<file path="src/rtl/video_in_wdma.sv">
// video_in_wdma: drains the packed-pixel FIFO into ping-pong frame
// buffers as fixed-length write bursts on the bus master port.
module video_in_wdma #(
   parameter int p_WIDTH  = 640,
   parameter int p_HEIGHT = 480,
   parameter int p_BURST  = 8,
   parameter int p_LVLW   = 8
) (
   input  logic              clk,
   input  logic              nRST,
   input  logic              cfg_enable,
   input  logic [31:0]       cfg_base0,
   input  logic [31:0]       cfg_base1,
   input  logic              cfg_clr,
   input  logic              frame_start,
   input  logic              fifo_empty,
   input  logic              fifo_full,
   input  logic [p_LVLW-1:0] fifo_level,
   input  logic [31:0]       fifo_data,
   output logic              fifo_r_e,
   output logic              mst_req,
   input  logic              mst_ack,
   output logic [31:0]       mst_addr,
   output logic              mst_wvalid,
   input  logic              mst_wready,
   output logic [31:0]       mst_wdata,
   output logic              mst_last,
   output logic              frame_done,
   output logic              cur_buf,
   output logic              ovf,
   output logic              frame_err
);

   localparam int WORDS = p_WIDTH * p_HEIGHT / 4;
   localparam int BW    = (p_BURST > 1) ? $clog2(p_BURST) : 1;

   localparam logic [16:0]       LAST_WORD = 17'(WORDS - 1);
   localparam logic [BW-1:0]     LAST_BEAT = BW'(p_BURST - 1);
   localparam logic [p_LVLW-1:0] BURST_LVL = p_LVLW'(p_BURST);

   typedef enum logic [2:0] {
      S_IDLE,
      S_WAIT_FRAME,
      S_WAIT_DATA,
      S_REQ,
      S_XFER,
      S_DONE
   } state_t;

   state_t        state_q, state_d;
   logic [31:0]   base_q, base_d;
   logic [16:0]   word_cnt_q, word_cnt_d;
   logic [BW-1:0] beat_cnt_q, beat_cnt_d;
   logic          cur_buf_q, cur_buf_d;
   logic          ovf_q, ovf_d;
   logic          frame_err_q, frame_err_d;

   logic          beat_acc;
   logic          last_acc;
   logic          sync_ok;

   assign beat_acc = (state_q == S_XFER) && mst_wready;
   assign last_acc = beat_acc && (beat_cnt_q == LAST_BEAT);
   assign sync_ok  = (state_q == S_WAIT_FRAME) && cfg_enable
                     && frame_start;

   always_ff @(posedge clk) begin
      if (!nRST) begin
         state_q     <= S_IDLE;
         base_q      <= '0;
         word_cnt_q  <= '0;
         beat_cnt_q  <= '0;
         cur_buf_q   <= 1'b0;
         ovf_q       <= 1'b0;
         frame_err_q <= 1'b0;
      end else begin
         state_q     <= state_d;
         base_q      <= base_d;
         word_cnt_q  <= word_cnt_d;
         beat_cnt_q  <= beat_cnt_d;
         cur_buf_q   <= cur_buf_d;
         ovf_q       <= ovf_d;
         frame_err_q <= frame_err_d;
      end
   end

   // a started burst runs to its last beat whatever cfg_enable does
   always_comb begin
      state_d = state_q;
      unique case (state_q)
         S_IDLE: begin
            if (cfg_enable) state_d = S_WAIT_FRAME;
         end
         S_WAIT_FRAME: begin
            if (!cfg_enable)      state_d = S_IDLE;
            else if (frame_start) state_d = S_WAIT_DATA;
         end
         S_WAIT_DATA: begin
            if (!cfg_enable)                  state_d = S_IDLE;
            else if (fifo_level >= BURST_LVL) state_d = S_REQ;
         end
         S_REQ: begin
            if (mst_ack) state_d = S_XFER;
         end
         S_XFER: begin
            if (last_acc) begin
               if (word_cnt_q == LAST_WORD) state_d = S_DONE;
               else if (cfg_enable)         state_d = S_WAIT_DATA;
               else                         state_d = S_IDLE;
            end
         end
         S_DONE: begin
            state_d = cfg_enable ? S_WAIT_FRAME : S_IDLE;
         end
         default: state_d = S_IDLE;
      endcase
   end

   always_comb begin
      base_d      = base_q;
      word_cnt_d  = word_cnt_q;
      beat_cnt_d  = beat_cnt_q;
      cur_buf_d   = cur_buf_q;
      ovf_d       = ovf_q;
      frame_err_d = frame_err_q;

      if (sync_ok) begin
         base_d     = cur_buf_q ? cfg_base1 : cfg_base0;
         word_cnt_d = '0;
         beat_cnt_d = '0;
      end

      if (beat_acc) begin
         word_cnt_d = word_cnt_q + 17'd1;
         beat_cnt_d = last_acc ? '0 : beat_cnt_q + BW'(1);
      end

      if (state_q == S_DONE) cur_buf_d = ~cur_buf_q;

      // set beats clear when both land in one cycle
      if (cfg_clr) begin
         ovf_d       = 1'b0;
         frame_err_d = 1'b0;
      end
      if (fifo_full && cfg_enable) ovf_d = 1'b1;
      if (frame_start && (state_q != S_WAIT_FRAME)) frame_err_d = 1'b1;
   end

   always_comb begin
      fifo_r_e   = 1'b0;
      mst_req    = 1'b0;
      mst_addr   = '0;
      mst_wvalid = 1'b0;
      mst_wdata  = '0;
      mst_last   = 1'b0;
      frame_done = 1'b0;
      unique case (state_q)
         S_WAIT_FRAME: begin
            fifo_r_e = !fifo_empty;
         end
         S_REQ: begin
            mst_req  = 1'b1;
            mst_addr = base_q + {13'd0, word_cnt_q, 2'b00};
         end
         S_XFER: begin
            mst_wvalid = 1'b1;
            mst_wdata  = fifo_data;
            mst_last   = (beat_cnt_q == LAST_BEAT);
            fifo_r_e   = mst_wready;
         end
         S_DONE: begin
            frame_done = 1'b1;
         end
         default: begin
         end
      endcase
   end

   assign cur_buf   = cur_buf_q;
   assign ovf       = ovf_q;
   assign frame_err = frame_err_q;

endmodule

</file>
<file path="config.mk">
export PLATFORM = sky130hd
export DESIGN_NAME = video_in_wdma
export DESIGN_NICKNAME = d
export VERILOG_FILES = /design/src/rtl/video_in_wdma.sv
export SDC_FILE = /design/constraint.sdc
export NUM_CORES = 1
export LEC_CHECK = 0
export CAP_MARGIN = 20
export CORE_AREA = 2 2 108 110
export DETAILED_ROUTE_END_ITERATION = 10
export DIE_AREA = 0 0 110 112
export PLACE_DENSITY = 0.75
export SYNTH_ARGS = -nofsm -noshare
export SYNTH_HDL_FRONTEND = slang
export SYNTH_SLANG_ARGS = --single-unit
</file>
<file path="constraint.sdc">
create_clock -name clk -period 3.25 [get_ports clk]
set_input_delay 0.4875 -clock clk [delete_from_list [all_inputs] [get_ports clk]]
set_output_delay 0.4875 -clock clk [all_outputs]
set_load 0.01 [all_outputs]
</file>
; ---- After elaboration in Yosys (flattened, before gate mapping)
; Cells that the tools add are included.
[classes]
add_sub_neg = 3
mul = 0
n_div = 0
n_lt_le_gt_ge = 1
n_eq_ne = 13
shift = 0
muxes = 27
n_bitwise = 1
reduce_logical = 12
[op_table]
columns = op, count
row1 = $mux 32, 3
row2 = $mux 17, 2
row3 = $mux 3, 11
row4 = $add 32x19->32, 1
row5 = $pmux 3 s6, 1
row6 = $add 17x1->17 const B, 1
row7 = $eq 17x17->1 const B, 1
row8 = $eq 3x3->1 const B, 3
row9 = $ge 8x4->1 const B, 1
row10 = $mux 1, 8
row11 = $eq 3x2->1 const B, 2
row12 = $logic_and 1x1->1, 6
row13 = $ne 2x2->1 const B, 3
row14 = $ne 3x3->1 const B, 2
row15 = $reduce_bool 2->1, 3
row16 = $reduce_and 5->1, 1
row17 = $add 3x1->3 const B, 1
row18 = $eq 3x1->1 const B, 1
row19 = $logic_not 3->1, 1
row20 = $ne 3x1->1 const B, 1
row21 = $mux 2, 1
row22 = $pmux 1 s2, 1
row23 = $logic_not 1->1, 1
row24 = $not 1->1, 1
[word_totals]
reg_bits = 58
latchBits = 0
mem_bits_rw = 0
rom_bits = 0
in_bits = 113
elab_cells = 64
n_memories = 0

; ---- Longest topological paths before layout
; Gate-level depths: netlist (run 1).
[logic_depth]
word_depth = 5
ltp_mapped = 10

; ---- Least setup slack after synthesis (run 1)
; OpenSTA, ideal clock, no wires.
[synth_timing]
path_kind = register -> output
startpoint = register word_cnt_q[0]
endpoint = output port mst_addr[22]
arrival_ns = 2.497
setup_slack_ns = 0.265
stages_incl_launch_ff = 11
path_buffers = 0
cell_sequence = dfxtp_1 ha_1 inv_1 fa_1 nand2b_1 a21oi_2 o2111ai_2 a311oi_4 a221oi_2 or3_1 a21oi_1
[synth_between]
elab_chain_len = 2
[synth_rtl]
columns = element, line_no
row1 = start: declaration, 52  ; logic [16:0] word_cnt_q, word_cnt_d;
row2 = start signal: assignment, 79  ; word_cnt_q <= word_cnt_d;
row3 = $add 32x19->32, 163  ; mst_addr = base_q + {13'd0, word_cnt_q, 2'b00};
row4 = $mux 32, 157  ; unique case (state_q)
row5 = end: declaration, 23  ; output logic [31:0] mst_addr,
; No other way between the ends.

; ---- Worst setup path after layout (run 1)
[layout_timing]
startpoint = register word_cnt_q[16]
endpoint = output port mst_addr[31]
; Same word-level chain as after synthesis.

==> results.sh, run 1 <==
export IMPL_status="finished, violations left"
export IMPL_violations="setup timing"
export IMPL_ir_worst_vdd_mv=0.202
export IMPL_syn_area_um2=4340
export IMPL_cts_buffers=9
export IMPL_tritoncts="done"
export IMPL_synth_edf_count=0
export IMPL_row_count=39
export IMPL_p_clk_share_pct=46.0
export IMPL_drc=0
export IMPL_dieWidth_um=110
export IMPL_grt_overflow=0
export IMPL_nets=884
export IMPL_synth_distinct_cells=57
export IMPL_area_growth_pct=61.8
export IMPL_place_ws_ns=-0.224
export IMPL_vias_per_cell=5.51
export IMPL_portBuffers=181
export IMPL_clk_pin_slew_worst_paths_ns=0.05
export IMPL_cts_htree_levels=3
export IMPL_setup_viol=2
export IMPL_ctsRootBufferMaster="clkbuf_16"
export IMPL_core_um2=11200
export IMPL_cts_sinks=58
export IMPL_postCtsHoldBufs=0
export IMPL_synth_area_leaders="dfxtp_1, o211a_1, mux2i_1"
export IMPL_grt_max_degree=65
export IMPL_dr_first_iter_drc_count=192
export IMPL_place_gp_congestion=0.928
export IMPL_antenna_diode_count=0
export IMPL_ant_nets=0
export IMPL_clk_latency_ns=0.33
export IMPL_cp_end_kind="primary output"
export IMPL_cp_slowest_cell="or4_1"
export IMPL_cp_max_fo=4
export IMPL_post_route_util_pct=62.8
export IMPL_vias=4938
export IMPL_power_density_nw_per_um2=288
export IMPL_ys_ff_latch=58
export IMPL_final_setup_skew_ns=0.00610
export IMPL_finalCriticalPeriod_ns=3.26
export IMPL_final_common_cell="clkdlybuf4s50_1"
export IMPL_final_hold_violation_count=0
export IMPL_mostFrequentLayoutCells="clkdlybuf4s50_1, nand2_1, dfxtp_1"
export IMPL_drt_total_wl_um=14400
export IMPL_initial_core_util_pct=38.8
export IMPL_p_sw_share_pct=23.5
export IMPL_min_period_over_period_pct=100
export IMPL_p_int_mw=1.54
export IMPL_slew_limit_headroom_pct=57.1
export IMPL_ys_warnings_count=0
export IMPL_synth_ff_type="dfxtp_1"
export IMPL_synthArstFlopShare_pct=0
export IMPL_drive_above_1_share_pct=16.0
export IMPL_antenna_found_initial=0
export IMPL_yosys_area_top_type_share_pct=26.8
export IMPL_cts_path_max_buffers=2
export IMPL_ys_seq_area_share_pct=26.8
export IMPL_avgSynthCellArea_um2=7.87
export IMPL_arrival_ns=2.77
export IMPL_hpwl_um=10600
export IMPL_synthCells=551
export IMPL_io_pins=185
export IMPL_slew_viol_final=0
export IMPL_combPwrFrac_pct=15.7
export IMPL_crit_type="reg2out"
export IMPL_maxCapViolCount=0
export IMPL_fmax_ghz=0.307
export IMPL_synth_fp_nets=685
export IMPL_worstMarginPinSlew_ns=0.641
export IMPL_min_path_type="reg2reg"
export IMPL_grt_setup_unrepaired="yes"
export IMPL_leakage_nw=2.95
export IMPL_layout_setup_ws_ns=-0.00790
export IMPL_grt_pass1_wl_um=22700
export IMPL_die_area_um2=12300
export IMPL_pwr_share_seq_pct=38.3
export IMPL_cp_required_ns=2.76
export IMPL_p_total_mw=2.02
export IMPL_grt_pass1_vias=5034
export IMPL_route_detailed_wl_per_inst_um=16.0
export IMPL_yosys_area_top_type="dfxtp_1"
export IMPL_grt_usage_pct=22.9
export IMPL_dr_pass1_iters=5
export IMPL_critical_path_cell_chain="ha_1, nand2_1, o21ai_2, nor3b_4, o311ai_0, or4_1, a21oi_1, dlygate4sd2_1"
export IMPL_slowest_delay_ns=0.44
export IMPL_crit_path_start_kind="flip-flop"
export IMPL_dieHeight_um=112
export IMPL_fill_cells=900
export IMPL_p_sw_mw=0.474
[timing repair]
item / CTS / global route
endpoints found under the setup margin: 22 / 18
pin swaps: 10 / 11
hold endpoints to repair: 0 / 0
resized for setup: 63 / 40
buffers inserted: 6 / 2
[worst max-delay path: cells and delay by family, from the launching register on]
family / cells / cell delay, ns
AOI/OAI and AO/OA: 3 / 0.63
and+or+nand+nor: 3 / 0.82
buffers and inverters: 1 / 0.30
DFF: 1 / 0.36
adders and majority gates: 1 / 0.34
[registers in the layout, indices dropped and copies added (netlist names)]
register / flops
state_q: 3
word_cnt_q: 17
beat_cnt_q: 3
frame_err: 1
cur_buf: 1
base_q: 32
ovf: 1
[final timing paths]
path | startpoint | slack (ns) | cells after the start | end
max reg2reg | state_q[0] | 1.09 | 7 | word_cnt_q[11]
min | base_q[0] | 0.49 | 1 | base_q[0]
max | word_cnt_q[16] | -0.008 | 8 | mst_addr[31]
min reg2reg | base_q[0] | 0.49 | 1 | base_q[0]
[routing by layer]
layer / vias up / track usage, % / wire [um]
li1: 2396 / - / -
met1: 2292 / 24.6 / 5420
met2: 218 / 42.6 / 7480
met3: 32 / 4.98 / 1110
met4: 0 / 8.86 / 356
met5: - / 0 / 0
[final cells by class]
cell class,count,area [um2],share of cell area (%)
tap,143,179,2.55
clock buffer,12,246,3.51
timing repair buffer,219,2050,29.3
inverter,8,30.0,0.428
clock inverter,3,40.0,0.570
sequential,58,1170,16.6
multi-input combinational,454,3300,47.0
[synthesized netlist by cell type, types with 5 or more instances]
master and n:
nor3_1 12, nand3_1 17, nand2_1 66, nand2b_1 5, clkbuf_1 25, inv_1 7, dfxtp_1 58, ha_1 20
o21ai_0 20, and3_1 10, mux2i_1 32, o211a_1 33, o211ai_1 5, and2_1 42, or3_1 10, a21oi_1 35
a22oi_1 5, xnor2_1 7, nand4_1 11, xor2_1 13, nor2_1 40, o21ai_1 7, a31oi_1 5, nor2b_1 14
[metrics by stage]
stage               hold slack [ns]  cell area [um2]  setup TNS, ns  instances
global placement              0.475             6430         -0.529        874
detailed placement            0.482             6430          -1.02        874
floorplan                     0.464             4340              0        551
global route                  0.510             7020         -0.706        897
CTS                           0.494             6900         -0.409        895
finish                        0.491             7020        -0.0141        897
[cells by family after synthesis]
| group | share of synthesized area (%) |
|---|---|
| AND/OR/NAND/NOR | 28.6 |
| AO/OA/AOI/OAI | 22.9 |
| flip-flops | 26.8 |
| buffers and inverters | 3.75 |
| multiplexers | 7.64 |
| adder cells (fa/ha/maj) | 6.23 |
| XOR/XNOR | 4.04 |
[power groups by stage]
stage | Combinational (mW) | Clock [mW] | Sequential (mW)
final | 0.318 | 0.928 | 0.773
after global routing | 0.347 | 0.974 | 0.776
after CTS | 0.312 | 0.938 | 0.771
after detailed placement | 0.306 | 0 | 0.783
after global placement | 0.298 | 0 | 0.782
after floorplan | 0.133 | 0 | 0.770
No activity file was read; power rests on OpenSTA's default activity.
==> inputs of run 2 (changes only) <==
--- a/config.mk
+++ b/config.mk
@@ -6,10 +6,12 @@
 export NUM_CORES = 1
 export LEC_CHECK = 0
 export CAP_MARGIN = 20
-export CORE_AREA = 2 2 108 110
+export CORE_AREA = 4 4 110 112
+export CTS_BUF_LIST = sky130_fd_sc_hd__clkbuf_2 sky130_fd_sc_hd__clkbuf_4 sky130_fd_sc_hd__clkbuf_8
 export DETAILED_ROUTE_END_ITERATION = 10
-export DIE_AREA = 0 0 110 112
+export DIE_AREA = 0 0 114 116
 export PLACE_DENSITY = 0.75
+export SETUP_SLACK_MARGIN = 0.5
 export SYNTH_ARGS = -nofsm -noshare
 export SYNTH_HDL_FRONTEND = slang
 export SYNTH_SLANG_ARGS = --single-unit
==> run 2 against run 1 <==
Net effect: the run still ends with setup timing left; sequential power increased by 0.5%; clock power shrank 25%; non-clock buffer count rose by 22; fmax is 4.1% lower; clock skew grew 0.013 ns; count of clock-buffer cells in the layout fell by 1; worst setup slack worse by 0.14 ns; core utilization rose by 3.6 points; first-iteration DRC count up 96%; die area rose by 7.3%; critical path type unchanged.
==> results.sh, run 2 (synthesis gave the netlist of run 1 again) <==
export IMPL_power_density_nw_per_um2=244
export IMPL_tritoncts="done"
export IMPL_wl_met2_um=8350
export IMPL_grt_pass1_wl_um=24100
export IMPL_dieWidth_um=114
export IMPL_dieHeight_um=116
export IMPL_route_detailed_wl_per_inst_um=17.8
export IMPL_p_total_mw=1.82
export IMPL_ctsRootBufferMaster="clkbuf_8"
export IMPL_mostFrequentLayoutCells="clkdlybuf4s50_1, nand2_1, and2_1"
export IMPL_min_period_over_period_pct=105
export IMPL_nets=906
export IMPL_clk_pin_slew_worst_paths_ns=0.07
export IMPL_cts_htree_levels=3
export IMPL_vias=5181
export IMPL_core_um2=11200
export IMPL_portBuffers=181
export IMPL_grt_setup_unrepaired="yes"
export IMPL_crit_path_start_kind="flip-flop"
export IMPL_initial_core_util_pct=38.7
export IMPL_grt_pass1_vias=5137
export IMPL_cp_max_fo=6
export IMPL_vias_per_cell=5.63
export IMPL_dr_first_iter_drc_count=376
export IMPL_regMostFlops="base_q"
export IMPL_worstMarginPinSlew_ns=0.992
export IMPL_p_sw_mw=0.486
export IMPL_ir_worst_vdd_mv=0.146
export IMPL_antenna_found_initial=0
export IMPL_antenna_diode_count=0
export IMPL_crit_type="reg2out"
export IMPL_drive_above_1_share_pct=26.5
export IMPL_ant_nets=0
export IMPL_hpwl_um=10600
export IMPL_status="finished, violations left"
export IMPL_maxCapViolCount=0
export IMPL_setup_viol=10
export IMPL_clk_latency_ns=0.35
export IMPL_drt_total_wl_um=16400
export IMPL_fmax_ghz=0.294
export IMPL_top_regs="base_q x32, word_cnt_q x17"
export IMPL_place_gp_congestion=0.930
export IMPL_cts_sinks=58
export IMPL_hold_ws_ns=0.502
export IMPL_grt_overflow=0
export IMPL_cp_end_kind="primary output"
export IMPL_final_common_cell="clkdlybuf4s50_1"
export IMPL_combPwrFrac_pct=18.7
export IMPL_dr_pass1_iters=6
export IMPL_largest_reg_flops=32
export IMPL_post_route_util_pct=66.4
export IMPL_violations="setup timing"
export IMPL_die_area_um2=13200
export IMPL_final_setup_skew_ns=0.0194
export IMPL_wl_met3_um=1370
export IMPL_finalCriticalPeriod_ns=3.40
export IMPL_cp_required_ns=2.76
export IMPL_final_hold_violation_count=0
export IMPL_arrival_ns=2.91
export IMPL_fin_setup_tns_ns=-1.01
export IMPL_leakage_nw=3.07
export IMPL_cts_buffers=9
export IMPL_p_sw_share_pct=26.8
export IMPL_met1Wirelength_um=5990
export IMPL_p_int_mw=1.33
export IMPL_maxUsedRoutingLayer="met4"
export IMPL_min_path_type="reg2reg"
export IMPL_row_count=39
export IMPL_grt_max_degree=65
export IMPL_area_growth_pct=71.9
export IMPL_slew_viol_final=0
export IMPL_fill_cells=857
export IMPL_layout_setup_ws_ns=-0.147
export IMPL_grt_usage_pct=22.4
export IMPL_pwr_share_seq_pct=42.8
export IMPL_p_clk_share_pct=38.5
export IMPL_slew_limit_headroom_pct=33.7
export IMPL_cts_path_max_buffers=2
export IMPL_drc=0
export IMPL_io_pins=185
-- run 2: cell count changes in the layout (fill, tap and decap cells not counted), moves of 9 or more --
cell / delta
clkbuf_8: +9
dfxtp_2: +15
buf_2: +17
dfxtp_1: -17
buf_6: +18
clkbuf_16: -9
ha_4: +9
-- run 2: worst paths after layout --
kind	start	end	slack, ns	cells past startpoint
worst max register to register	state_q[0]	word_cnt_q[11]	1.03	7
worst min-delay path	base_q[0]	base_q[0]	0.50	1
worst min register to register	base_q[0]	base_q[0]	0.50	1
worst max-delay path	base_q[2]	mst_addr[30]	-0.15	12
-- run 2: power groups by stage --
stage | Combinational (mW) | Clock [mW] | Sequential (mW)
after floorplan | 0.134 | 0 | 0.770
after global routing | 0.368 | 0.738 | 0.780
after global placement | 0.298 | 0 | 0.782
after detailed placement | 0.306 | 0 | 0.783
final | 0.341 | 0.699 | 0.777
after CTS | 0.328 | 0.700 | 0.773
-- run 2: area by class of cell --
class	count	area [um2]	area share (%)
clock inverters	5	53.8	0.721
repair buffers	241	2230	30.0
clock buffers	11	145	1.95
well taps	143	179	2.40
inverters	8	33.8	0.453
multi-input cells	454	3620	48.5
flip-flops and latches	58	1190	16.0
-- run 2: what timing repair did --
item	CTS	global route
pin swaps	40	31
gates resized for setup	193	42
hold buffers	0	0
setup buffers	21	14
endpoints found under the setup margin	31	27
-- run 2: stage by stage --
| step | setup WS (ns) | instances | instance area (um2) |
|---|---|---|---|
| detailed placement | -0.159 | 869 | 6440 |
| floorplan | 0.435 | 551 | 4380 |
| global route | -0.275 | 920 | 7460 |
| finish | -0.147 | 920 | 7460 |
| CTS | -0.0636 | 906 | 7200 |
| global placement | -0.117 | 869 | 6440 |
-- run 2: routing by layer --
| metal | track usage, % | vias to the layer above |
|---|---|---|
| met5 | 0 | - |
| met4 | 10.8 | 0 |
| met3 | 5.90 | 58 |
| met2 | 40.7 | 283 |
| met1 | 24.1 | 2414 |
| li1 | - | 2426 |
-- run 2: worst max-delay path, cell delays in order (launching register included) --
cell and delay, ns:
dfxtp_2 0.36, ha_4 0.15, inv_2 0.04, fa_2 0.35, nand2b_4 0.16, a21oi_4 0.18
o2111ai_4 0.17, a311oi_4 0.26, buf_4 0.17, a221oi_4 0.07, or3_4 0.39, a21oi_2 0.14
buf_2 0.14
==> inputs of run 3 (changes only) <==
--- a/config.mk
+++ b/config.mk
@@ -6,10 +6,10 @@
 export NUM_CORES = 1
 export LEC_CHECK = 0
 export CAP_MARGIN = 20
-export CORE_AREA = 4 4 110 112
+export CORE_AREA = 4 4 91 135
 export CTS_BUF_LIST = sky130_fd_sc_hd__clkbuf_2 sky130_fd_sc_hd__clkbuf_4 sky130_fd_sc_hd__clkbuf_8
 export DETAILED_ROUTE_END_ITERATION = 10
-export DIE_AREA = 0 0 114 116
+export DIE_AREA = 0 0 95 139
 export PLACE_DENSITY = 0.75
 export SETUP_SLACK_MARGIN = 0.5
 export SYNTH_ARGS = -nofsm -noshare
==> constraint.sdc (replaced) <==
create_clock -name clk -period 3.25 [get_ports clk]
set_input_delay 0.65 -clock clk [delete_from_list [all_inputs] [get_ports clk]]
set_output_delay 0.65 -clock clk [all_outputs]
set_load 0.01 [all_outputs]
==> run 3 against run 2 <==
Net effect: first-iteration DRC count fell by 54%; non-clock buffer count is 22 higher; largest cell class unchanged; clock skew decreased by 0.013 ns; power down 5.6%; sequential share of layout area about the same; hold slack worse by 0.0041 ns; critical path depth unchanged; global-route usage increased by 0.88 points; critical endpoint is now mst_addr[26]; combinational power rose by 1%; the run still ends with setup timing left; clock power is 15% lower; core utilization rose by 0.19 points.
==> results.sh, run 3 (synthesis gave the netlist of run 1 again) <==
export IMPL_portBuffers=181
export IMPL_cts_htree_levels=3
export IMPL_place_gp_congestion=0.858
export IMPL_min_path_cells=1
export IMPL_p_clk_share_pct=34.8
export IMPL_dieWidth_um=95
export IMPL_grt_pass1_vias=5345
export IMPL_grt_setup_unrepaired="yes"
export IMPL_regArea_um2=1180
export IMPL_largest_reg_flops=32
export IMPL_cp_end_kind="primary output"
export IMPL_hpwl_um=11800
export IMPL_p_int_mw=1.27
export IMPL_layout_setup_ws_ns=-0.216
export IMPL_area_growth_pct=69.8
export IMPL_dr_first_iter_drc_count=172
export IMPL_row_count=47
export IMPL_nets=928
export IMPL_vias=5087
export IMPL_worstMarginPinSlew_ns=0.633
export IMPL_maxCapViolCount=0
export IMPL_grt_pass1_wl_um=24500
export IMPL_fin_setup_tns_ns=-1.43
export IMPL_arrival_ns=2.82
export IMPL_min_path_type="reg2reg"
export IMPL_dr_pass1_iters=5
export IMPL_leakage_nw=3.13
export IMPL_status="finished, violations left"
export IMPL_final_cells=945
export IMPL_regMostFlops="base_q"
export IMPL_ir_worst_vdd_mv=0.124
export IMPL_antenna_found_initial=0
export IMPL_dpl_cell_area_um2=6740
export IMPL_die_area_um2=13200
export IMPL_p_sw_mw=0.445
export IMPL_final_setup_skew_ns=0.00673
export IMPL_crit_type="reg2out"
export IMPL_drt_total_wl_um=15400
export IMPL_cts_path_max_buffers=2
export IMPL_slew_limit_headroom_pct=57.7
export IMPL_clk_latency_ns=0.35
export IMPL_clk_pin_slew_worst_paths_ns=0.06
export IMPL_pwr_share_seq_pct=45.0
export IMPL_grt_overflow=0
export IMPL_power_density_nw_per_um2=233
export IMPL_fill_cells=930
export IMPL_crit_path_start_kind="flip-flop"
export IMPL_fmax_ghz=0.288
export IMPL_io_pins=185
export IMPL_dieHeight_um=139
export IMPL_drive_above_1_share_pct=24.6
export IMPL_antenna_diode_count=0
export IMPL_core_um2=11100
export IMPL_grt_max_degree=41
export IMPL_postCtsHoldBufs=0
export IMPL_setup_viol=11
export IMPL_initial_core_util_pct=39.2
export IMPL_route_detailed_wl_per_inst_um=16.2
export IMPL_place_ws_ns=-0.373
export IMPL_fin_area_um2=7370
export IMPL_tritoncts="done"
export IMPL_min_period_over_period_pct=107
export IMPL_final_common_cell="clkdlybuf4s50_1"
export IMPL_cts_buffers=9
export IMPL_ant_nets=0
export IMPL_cp_required_ns=2.60
export IMPL_cts_sinks=58
export IMPL_reg2regPathDepth=7
export IMPL_combPwrFrac_pct=20.2
export IMPL_cp_max_fo=6
export IMPL_finalCriticalPeriod_ns=3.47
export IMPL_p_total_mw=1.71
export IMPL_final_hold_violation_count=0
export IMPL_p_sw_share_pct=25.9
export IMPL_ctsRootBufferMaster="clkbuf_8"
export IMPL_slew_viol_final=0
export IMPL_multi_input_area_um2=3430
export IMPL_drc=0
export IMPL_dpl_cell_count=913
export IMPL_mostFrequentLayoutCells="clkdlybuf4s50_1, buf_4, nand2_1"
export IMPL_violations="setup timing"
export IMPL_vias_per_cell=5.38
export IMPL_top_regs="base_q x32, word_cnt_q x17"
export IMPL_grt_usage_pct=23.3
==> run 3: changes by cell type in the layout (fill, tap and decap cells not counted), sizes merged, moves of 2 or more <==
cell           previous run  this run
buf                      82       100
clkbuf                   12        14
dlygate4sd2               2         4
clkdlybuf4s15             0         4
clkdlybuf4s50           155       152
==> run 3: per-layer routing <==
layer	wire length [um]	vias to the layer above	global-route usage [%]
met2	8410	203	45.5
met5	0	-	0
met1	5450	2375	22.1
met3	971	38	4.94
li1	-	2471	-
met4	520	0	10.7
==> run 3: cell type report <==
type                    count  share of cell area [%]
inverters                   8                   0.408
clock inverters             3                   0.204
well taps                 147                    2.50
repair buffers            263                    32.2
clock buffers              12                    2.16
flip-flops and latches     58                    16.0
multi-input cells         454                    46.5
==> run 3: per-stage QoR <==
step / hold slack [ns] / util [%]
5_1_grt: 0.528 / 66.6
3_3_place_gp: 0.475 / 61.0
4_1_cts: 0.501 / 66.0
2_1_floorplan: 0.464 / -
3_5_place_dp: 0.484 / 61.0
6_report: 0.498 / 66.6
==> run 3: power by group through the flow <==
stage,logic (mW),clock network (mW),registers (mW)
detailed placement,0.330,0,0.781
CTS,0.344,0.613,0.771
floorplan,0.135,0,0.770
global placement,0.321,0,0.780
finish,0.346,0.597,0.772
global route,0.374,0.639,0.776
==> run 3: repair_timing <==
action,4_1_cts,5_1_grt
setup endpoints to repair,62,48
cloned,1,0
setup buffers,13,3
gates resized for setup,149,18
pin swaps,29,13
==> run 3: worst max-delay path: stages (launching register included) <==
cell and delay (ns):
dfxtp_2 0.35, ha_4 0.15, inv_2 0.03, fa_2 0.34, nand2b_4 0.17, a21oi_4 0.17, o2111ai_4 0.17, a311oi_4 0.25
buf_4 0.17, a221oi_4 0.07, or3_1 0.34, a21oi_2 0.12, buf_2 0.14
==> run 3: worst paths after layout <==
path | slack (ns) | to | from
worst max register to register | 1.19 | word_cnt_q[11] | state_q[1]
worst min-delay path | 0.50 | base_q[0] | base_q[0]
worst max-delay path | -0.22 | mst_addr[26] | base_q[2]
worst min register to register | 0.50 | base_q[0] | base_q[0]
